[config.mk]
export PLATFORM = sky130hd
export DESIGN_NAME = clock_div_10_mhz_flat
export DESIGN_NICKNAME = d
export VERILOG_FILES = /design/src/rtl/clock_div_10_mhz_if.sv /design/src/rtl/clock_div_10_mhz.sv /design/src/flat_wrapper.sv
export SDC_FILE = /design/constraint.sdc
export NUM_CORES = 1
export LEC_CHECK = 0
export ABC_AREA = 0
export BUFFER_PORTS_ARGS = -buffer_cell sky130_fd_sc_hd__buf_2
export CAP_MARGIN = 10
export CORE_AREA = 10 10 54 99
export CTS_BUF_LIST = sky130_fd_sc_hd__clkbuf_16
export DETAILED_ROUTE_END_ITERATION = 10
export DIE_AREA = 0 0 64 109
export PLACE_DENSITY = 0.64
export REMOVE_ABC_BUFFERS = 1
export SLEW_MARGIN = 20
export SYNTH_ARGS = -nofsm -noshare
export SYNTH_HDL_FRONTEND = slang
export SYNTH_SLANG_ARGS = --single-unit
[constraint.sdc]
create_clock -name CLOCK_10MHz -period 2.2 [get_ports CLOCK_10MHz]
set_clock_uncertainty 0.2 [all_clocks]
set_input_delay 0.11 -clock CLOCK_10MHz [delete_from_list [all_inputs] [get_ports CLOCK_10MHz]]
set_output_delay 0.11 -clock CLOCK_10MHz [all_outputs]
set_load 0.01 [all_outputs]
[src/rtl/clock_div_10_mhz_if.sv]
// Derived decade clock outputs of the 10 MHz divider.
interface clock_div_10_mhz_if;
  logic CLOCK_1MHz;
  logic CLOCK_100KHz;
  logic CLOCK_10KHz;
  logic CLOCK_1KHz;
  logic CLOCK_100Hz;
  logic CLOCK_10Hz;
  logic CLOCK_1Hz;

  modport master (
    output CLOCK_1MHz, CLOCK_100KHz, CLOCK_10KHz, CLOCK_1KHz,
           CLOCK_100Hz, CLOCK_10Hz, CLOCK_1Hz
  );
  modport slave (
    input  CLOCK_1MHz, CLOCK_100KHz, CLOCK_10KHz, CLOCK_1KHz,
           CLOCK_100Hz, CLOCK_10Hz, CLOCK_1Hz
  );
endinterface

[src/rtl/clock_div_10_mhz.sv]
// Seven-stage synchronous decade divider: mod-10 counters chained by
// terminal-count enables, each stage driving a registered 50 % output.
module clock_div_10_mhz_stage (
  input  logic clk,
  input  logic rst_n,
  input  logic en,
  output logic tc,
  output logic o
);
  logic [3:0] c;

  // Out-of-range counts (10..15) are treated as terminal so they wrap.
  assign tc = (c >= 4'd9);

  always_ff @(posedge clk) begin
    if (!rst_n) begin
      c <= 4'd0;
      o <= 1'b0;
    end else if (en) begin
      if (tc) begin
        c <= 4'd0;
        o <= 1'b0;
      end else begin
        c <= c + 4'd1;
        if (c == 4'd4) o <= 1'b1;
      end
    end
  end
endmodule

module clock_div_10_mhz #(
  parameter int STAGES = 7
) (
  input  logic                      CLOCK_10MHz,
  input  logic                      RESET_N,
  clock_div_10_mhz_if.master        div
);
  logic [STAGES:0]   en;
  logic [STAGES-1:0] tc;
  logic [STAGES-1:0] o;

  assign en[0] = RESET_N;

  for (genvar k = 0; k < STAGES; k++) begin : g_stage
    assign en[k+1] = en[k] & tc[k];
    clock_div_10_mhz_stage u_stage (
      .clk   (CLOCK_10MHz),
      .rst_n (RESET_N),
      .en    (en[k]),
      .tc    (tc[k]),
      .o     (o[k])
    );
  end

  assign div.CLOCK_1MHz   = o[0];
  assign div.CLOCK_100KHz = o[1];
  assign div.CLOCK_10KHz  = o[2];
  assign div.CLOCK_1KHz   = o[3];
  assign div.CLOCK_100Hz  = o[4];
  assign div.CLOCK_10Hz   = o[5];
  assign div.CLOCK_1Hz    = o[6];
endmodule

[src/flat_wrapper.sv]
// flat-port wrapper written by rule: the top's interface ports become plain ports
module clock_div_10_mhz_flat 
#(
  parameter int STAGES = 7
)
  (CLOCK_10MHz, RESET_N, div_CLOCK_1MHz, div_CLOCK_100KHz, div_CLOCK_10KHz, div_CLOCK_1KHz, div_CLOCK_100Hz, div_CLOCK_10Hz, div_CLOCK_1Hz);
  clock_div_10_mhz_if div_i ();
  input  logic CLOCK_10MHz;
  input  logic RESET_N;
  output wire logic [$bits(div_i.CLOCK_1MHz)-1:0] div_CLOCK_1MHz;
  output wire logic [$bits(div_i.CLOCK_100KHz)-1:0] div_CLOCK_100KHz;
  output wire logic [$bits(div_i.CLOCK_10KHz)-1:0] div_CLOCK_10KHz;
  output wire logic [$bits(div_i.CLOCK_1KHz)-1:0] div_CLOCK_1KHz;
  output wire logic [$bits(div_i.CLOCK_100Hz)-1:0] div_CLOCK_100Hz;
  output wire logic [$bits(div_i.CLOCK_10Hz)-1:0] div_CLOCK_10Hz;
  output wire logic [$bits(div_i.CLOCK_1Hz)-1:0] div_CLOCK_1Hz;
  assign div_CLOCK_1MHz = div_i.CLOCK_1MHz;
  assign div_CLOCK_100KHz = div_i.CLOCK_100KHz;
  assign div_CLOCK_10KHz = div_i.CLOCK_10KHz;
  assign div_CLOCK_1KHz = div_i.CLOCK_1KHz;
  assign div_CLOCK_100Hz = div_i.CLOCK_100Hz;
  assign div_CLOCK_10Hz = div_i.CLOCK_10Hz;
  assign div_CLOCK_1Hz = div_i.CLOCK_1Hz;
  clock_div_10_mhz #(.STAGES(STAGES)) u_core (.CLOCK_10MHz(CLOCK_10MHz), .RESET_N(RESET_N), .div(div_i));
endmodule
Word level (Yosys, flattened, before mapping). Index checks and enable logic that the tools add are counted.

Input port bits: 2. Word-level logic and storage cells: 73. Register bits after elaboration: 35. Output and inout port bits: 7.

Add/subtract/negate cells: 7. Reduce and logical (&&, ||, !) cells: 13. Eq/ne operators: 7. Muxes and demuxes: 18. Bitwise logic cells: 7. Magnitude comparators: 7.

Operators by type and width (count): 4-bit by 1-bit adder with 4-bit output, second input constant (7); 4-bit by 3-bit equality test with 1-bit output, second input constant (7); 4-bit greater-or-equal comparator, second input constant (7); 4-bit 2-to-1 mux (6); 1-bit 2-to-1 mux (12); 2-bit AND reduction (6); 2-bit nonzero test (6); 1-bit AND (6); 2-bit OR reduction (1); 1-bit NOT (1).

Logic depth before layout (Yosys ltp).
Depth in word-level cells: 8. Gate-level depth with buffers: 8. Gate-level depth less buffers: 7.

By module. From an unflattened synthesis, not the netlist that was laid out.

Cell total of the unflattened synthesis: 202. Area, all modules: 1840.5 um2.

By module, submodules not included: clock_div_10_mhz_stage (area an instance 256.5 um2, instances 7, seq. area each 100.1 um2, cells each 28); clock_div_10_mhz (area an instance 45.0 um2, instances 1, seq. area each 0.0 um2, cells each 6).

Worst setup path after synthesis. OpenSTA, ideal clock, no wires.

Path type: reg2reg. From: register u_core.g_stage[0].u_stage.c[0]. To: register u_core.g_stage[6].u_stage.o. Data arrival time: 1.972 ns. Path buffers: 1. Library setup time: 0.119 ns. Clock period less this slack: 2.290 ns. Path slack: -0.090 ns. Stages on the path, launching flop included: 9. Required time: 1.881 ns. Path through: dfxtp_1 > inv_1 > ha_1 > or3b_4 > nand3_4 > or3_1 > buf_6 > or2_4 > o221a_1.

Longest elaborated chain between the ends: 8.

RTL lines: from (decl) (line clock_div_10_mhz.sv:10) `logic [3:0] c;`; from (signal assigned) (line clock_div_10_mhz.sv:24) `c <= c + 4'd1;`; 4-bit greater-or-equal comparator (line clock_div_10_mhz.sv:13) `assign tc = (c >= 4'd9);`; 1-bit AND (6 in a row) (line clock_div_10_mhz.sv:45) `assign en[k+1] = en[k] & tc[k];`; 2-bit AND reduction (no line); to (signal assigned) (line clock_div_10_mhz.sv:18) `o <= 1'b0;`; to (signal assigned) (line clock_div_10_mhz.sv:22) `o <= 1'b0;`; to (signal assigned) (line clock_div_10_mhz.sv:25) `if (c == 4'd4) o <= 1'b1;`; to (decl) (line clock_div_10_mhz.sv:8) `output logic o`.

Every way passes these cells. A chain may end at the register's enable or synchronous reset.

Worst setup path in the final report. Ends and elaborated chain as after synthesis.

==> summary.md <==
| Metric | Value |
|---|---|
| Remaining Overflow, GRT | 0 |
| Arrival time worst endpoint | 2.13 ns |
| Dominant cell type by area after synthesis | sky130_fd_sc_hd__dfxtp_1 |
| Worst Path Required | 2.16 ns |
| Shortest period the worst path allows | 2.17 ns |
| Adder-cell share of the synthesized area | ~15% |
| Fraction of the mapped netlist area in simple logic gates | a little over a fifth |
| GRT Util Overall | between 10% and 20% |
| Post-route clock period utilization | between 90% and 100% |
| Total of flip-flops plus latches after synthesis | 35 |
| Combinational power share | between 4 and 5% |
| Layout cells sized above 1 | 31.2% |
| Number of buffer and inverter stages on the critical path | 1 |
| Run status | completed |
| Remaining routing DRC violations | 0 |
| Multiplexer share of the synthesized area | 0% |
| Router iterations before antenna repair | 4 |
| Worst r2r src | u_core.g_stage[0].u_stage.c[0] |
| Number of cell rows | 32 |
| Peak supply drop | 0.512 mV |
| Peak fanout along the critical path | 7 |
| Buffer levels on the longest clock path | 2 |
| Number of enable-type register cells in the synthesized netlist | 0 |
| Standard cell with the maximum stage delay on the critical path | sky130_fd_sc_hd__or3_4 |
| Leading register cell type out of synthesis | sky130_fd_sc_hd__dfxtp_1 |
| Hold endpoint | u_core.g_stage[6].u_stage.c[3] |
| Count of antenna diodes in the layout | 0 |
| Clock group share of total power | between 40% and 50% |
| Type of the setup path with the least slack | flip-flop to flip-flop |
| Portion of total power attributed to sequential cells | 48.2% |
| Net Sw Frac | 20.1% |
| Placement Cell Area | about 2100 um^2 |
| Post-Synth XOR/XNOR Area | under 10% |
| RSZ-0062 raised after global routing | yes |
| Largest family of logic cells by synthesized area | simple AND/OR/NAND/NOR gates |
| Power dissipated by switching net loads | 0.269 mW |
| Chip Height | 109 um |
| Per-instance average area after synthesis | slightly above 9 um^2 |
| Proportion of register bits with asynchronous set or reset after synthesis | 0% |
| Hold Slack | 0.127 ns |
| Hold Crit Start | RESET_N |
| Top cells by area, synth | sky130_fd_sc_hd__dfxtp_1, sky130_fd_sc_hd__ha_1, sky130_fd_sc_hd__inv_1 |
| Num CTS Buffers | 5 |
| Largest net degree at the start of global routing | 23 |
| Final setup fails | 0 |
| Core region area | between 3000 and 4000 um^2 |
| Cell count after synthesis | between 150 and 200 |
| Design Area, Final | roughly 2300 um^2 |
| Critical path startpoint | u_core.g_stage[0].u_stage.c[0] |
| Stage delay of the slowest cell on the critical path | 0.44 ns |
| Wire length of the first global-routing pass | ~6900 um |
| Number of top-level design ports | 9 |
| Power density normalized to cell area | roughly 570 nW/um^2 |
| Critical path launch point type | flip-flop |
| Max-cap violations | 0 |
| IO Port Bufs | 8 |
| Area growth from synthesis to final layout | 28.5% |
| Half-perimeter wire length of the detailed placement result | ~3200 um |
| Initial DRC count | slightly above 40 |
| Number of antenna violations at the first check in global routing | 0 |
| Die Span X | approximately 64 um |
| Clk sinks | 35 |
| Final hold violations | 0 |
| Crit-path cells | inv_2 > ha_4 > or3b_4 > nand3_4 > or3_4 > or2_4 > o221a_1 |
| Slew at the pin closest to its max-slew limit | 0.447 ns |
| Worst-path clk slew | about 0.05 ns |
| CTS root buffer | sky130_fd_sc_hd__clkbuf_16 |
| Last weighted congestion value of the routability-driven placer | 0.766 |
| Netlist Area Pre-Place | between 1500 and 2000 um^2 |
| Clock H-tree levels | 2 |
| Number of global-route vias before repair | ~1,600 |
| Cell Int Power | 1.07 mW |
| Min-Delay Path Class | primary input to flip-flop |
| Proportion of synthesized chip area in sequential cells | 38.5% |
| Clock latency on the worst-skew pair | approximately 0.27 ns |
| Final wirelength | a little over 4000 um |
| Rel. slew slack | 69.9% |
| Detailed-route via count | 1,500 |
| Post-layout worst setup margin | a little over 0.03 ns |
| CTS tree | done |
| Starting Density | approximately 48% |
| Number of nets in the final layout | roughly 260 |
| Complex-gate fraction of the synthesized area | between 10% and 20% |
| Post-Place Setup Slack | -0.147 ns |
| Detail Route Antenna Nets | 0 |
| Minimum setup slack among reg-to-reg paths | between 0.03 and 0.04 ns |
| Final-layout setup total negative slack | 0 ns |
| Commonest cells after routing, fill and taps aside | sky130_fd_sc_hd__dfxtp_1, sky130_fd_sc_hd__buf_4, sky130_fd_sc_hd__inv_1 |
| Via density | 5.21 |
| Average wire per cell in the routed design | approximately 14 um |
| Pwr Total | roughly 1.3 mW |
| Die area | 6980 um^2 |
| Area share of the leading cell type in the synthesized netlist | 38.5% |
| Endpoint kind of the worst setup timing path | flip-flop |
| Worst path top cell family by delay | simple AND/OR/NAND/NOR gates |
| Static Leak | about 1 nW |
| Highest attainable clock frequency | roughly 460 MHz |
| R2r endpoint | u_core.g_stage[6].u_stage.o |
| Logic depth of the worst register-to-register path | 7 |
| Final-report max-slew violation count | 0 |
| Worst Hold Depth | 4 |
| Count of cell types in the netlist | 43 |
| Most common library cell in the layout ignoring fill and taps | sky130_fd_sc_hd__dfxtp_1 |
| Warning count from the yosys run | 0 |
repair_timing:
| item | 4_1_cts | 5_1_grt |
|---|---|---|
| hold buffers | 0 | 0 |
| gates resized for setup | 8 | 18 |
| endpoints found under the setup margin | 13 | 15 |
| gates cloned | 0 | 0 |
| pin swaps | 4 | 7 |
| buffers inserted | 3 | 0 |
cell type report:
cell class | count | area, um^2
clock buffer | 5 | 125
clock inverter | 1 | 3.75
fill | 335 | 1470
inverter | 22 | 82.6
multi-input combinational | 135 | 1070
sequential | 35 | 707
tap | 51 | 63.8
timing repair buffer | 39 | 284
worst reg2reg max path, stage by stage (launching register included):
cell and delay (ns):
sky130_fd_sc_hd__dfxtp_2 0.34, sky130_fd_sc_hd__inv_2 0.05, sky130_fd_sc_hd__ha_4 0.14, sky130_fd_sc_hd__or3b_4 0.25
sky130_fd_sc_hd__nand3_4 0.08, sky130_fd_sc_hd__or3_4 0.44, sky130_fd_sc_hd__or2_4 0.29, sky130_fd_sc_hd__o221a_1 0.26
through the flow:
stage | instances | utilization, %
3_5_place_dp | 280 | 55.7
6_report | 288 | 61.5
3_3_place_gp | 280 | 55.7
2_1_floorplan | 192 | -
4_1_cts | 289 | 60.4
5_1_grt | 288 | 61.5
worst max path at each step:
stage | endpoint | slack [ns] | depth (start not counted)
floorplan | u_core.g_stage[6].u_stage.o | -0.09 | 7
global placement | u_core.g_stage[4].u_stage.c[2] | -0.05 | 8
detailed placement | u_core.g_stage[6].u_stage.o | -0.15 | 7
CTS | u_core.g_stage[6].u_stage.o | 0.005 | 7
global route | u_core.g_stage[6].u_stage.o | -0.04 | 7
finish | u_core.g_stage[6].u_stage.o | 0.03 | 7
synthesized netlist by cell type (all sizes together), types with 3 or more instances:
cell type  instances
a21oi              5
a31o               3
a41oi              4
and3               4
clkbuf             3
dfxtp             35
ha                22
inv               22
nand2             13
nand2b             3
nand3              8
nand4              4
nor2              18
nor3               3
o21ai             11
o31ai              4
xnor2              5
xor2               3
power by group through the flow:
stage	clock network [mW]	registers [mW]	logic, mW
4_1_cts	0.652	0.645	0.0594
3_5_place_dp	0	0.658	0.0591
3_3_place_gp	0	0.657	0.0570
2_1_floorplan	0	0.658	0.0253
6_report	0.634	0.646	0.0625
5_1_grt	0.669	0.646	0.0699
flip-flops by register name, indices dropped and copies added (netlist names):
name                      count
u_core.g_stage.u_stage.c     28
u_core.g_stage.u_stage.o      7
per-layer routing:
layer	GRT usage (%)	part of all wire [%]	vias to the layer above
li1	-	-	763
met1	10.4	35	720
met2	25.8	61	13
met3	3.08	2.5	4
met4	4.72	1.1	0
met5	0	0	-
logic make-up (layout without fill, tap and decap cells):
kind of cell    Yosys count  in the layout
simple gates             66             66
compound gates           39             39
flops                    35             35
buf+inv                  26             67
fa+ha+maj                22             22
xor+xnor                  8              8
(Power assumes the default switching activity.)
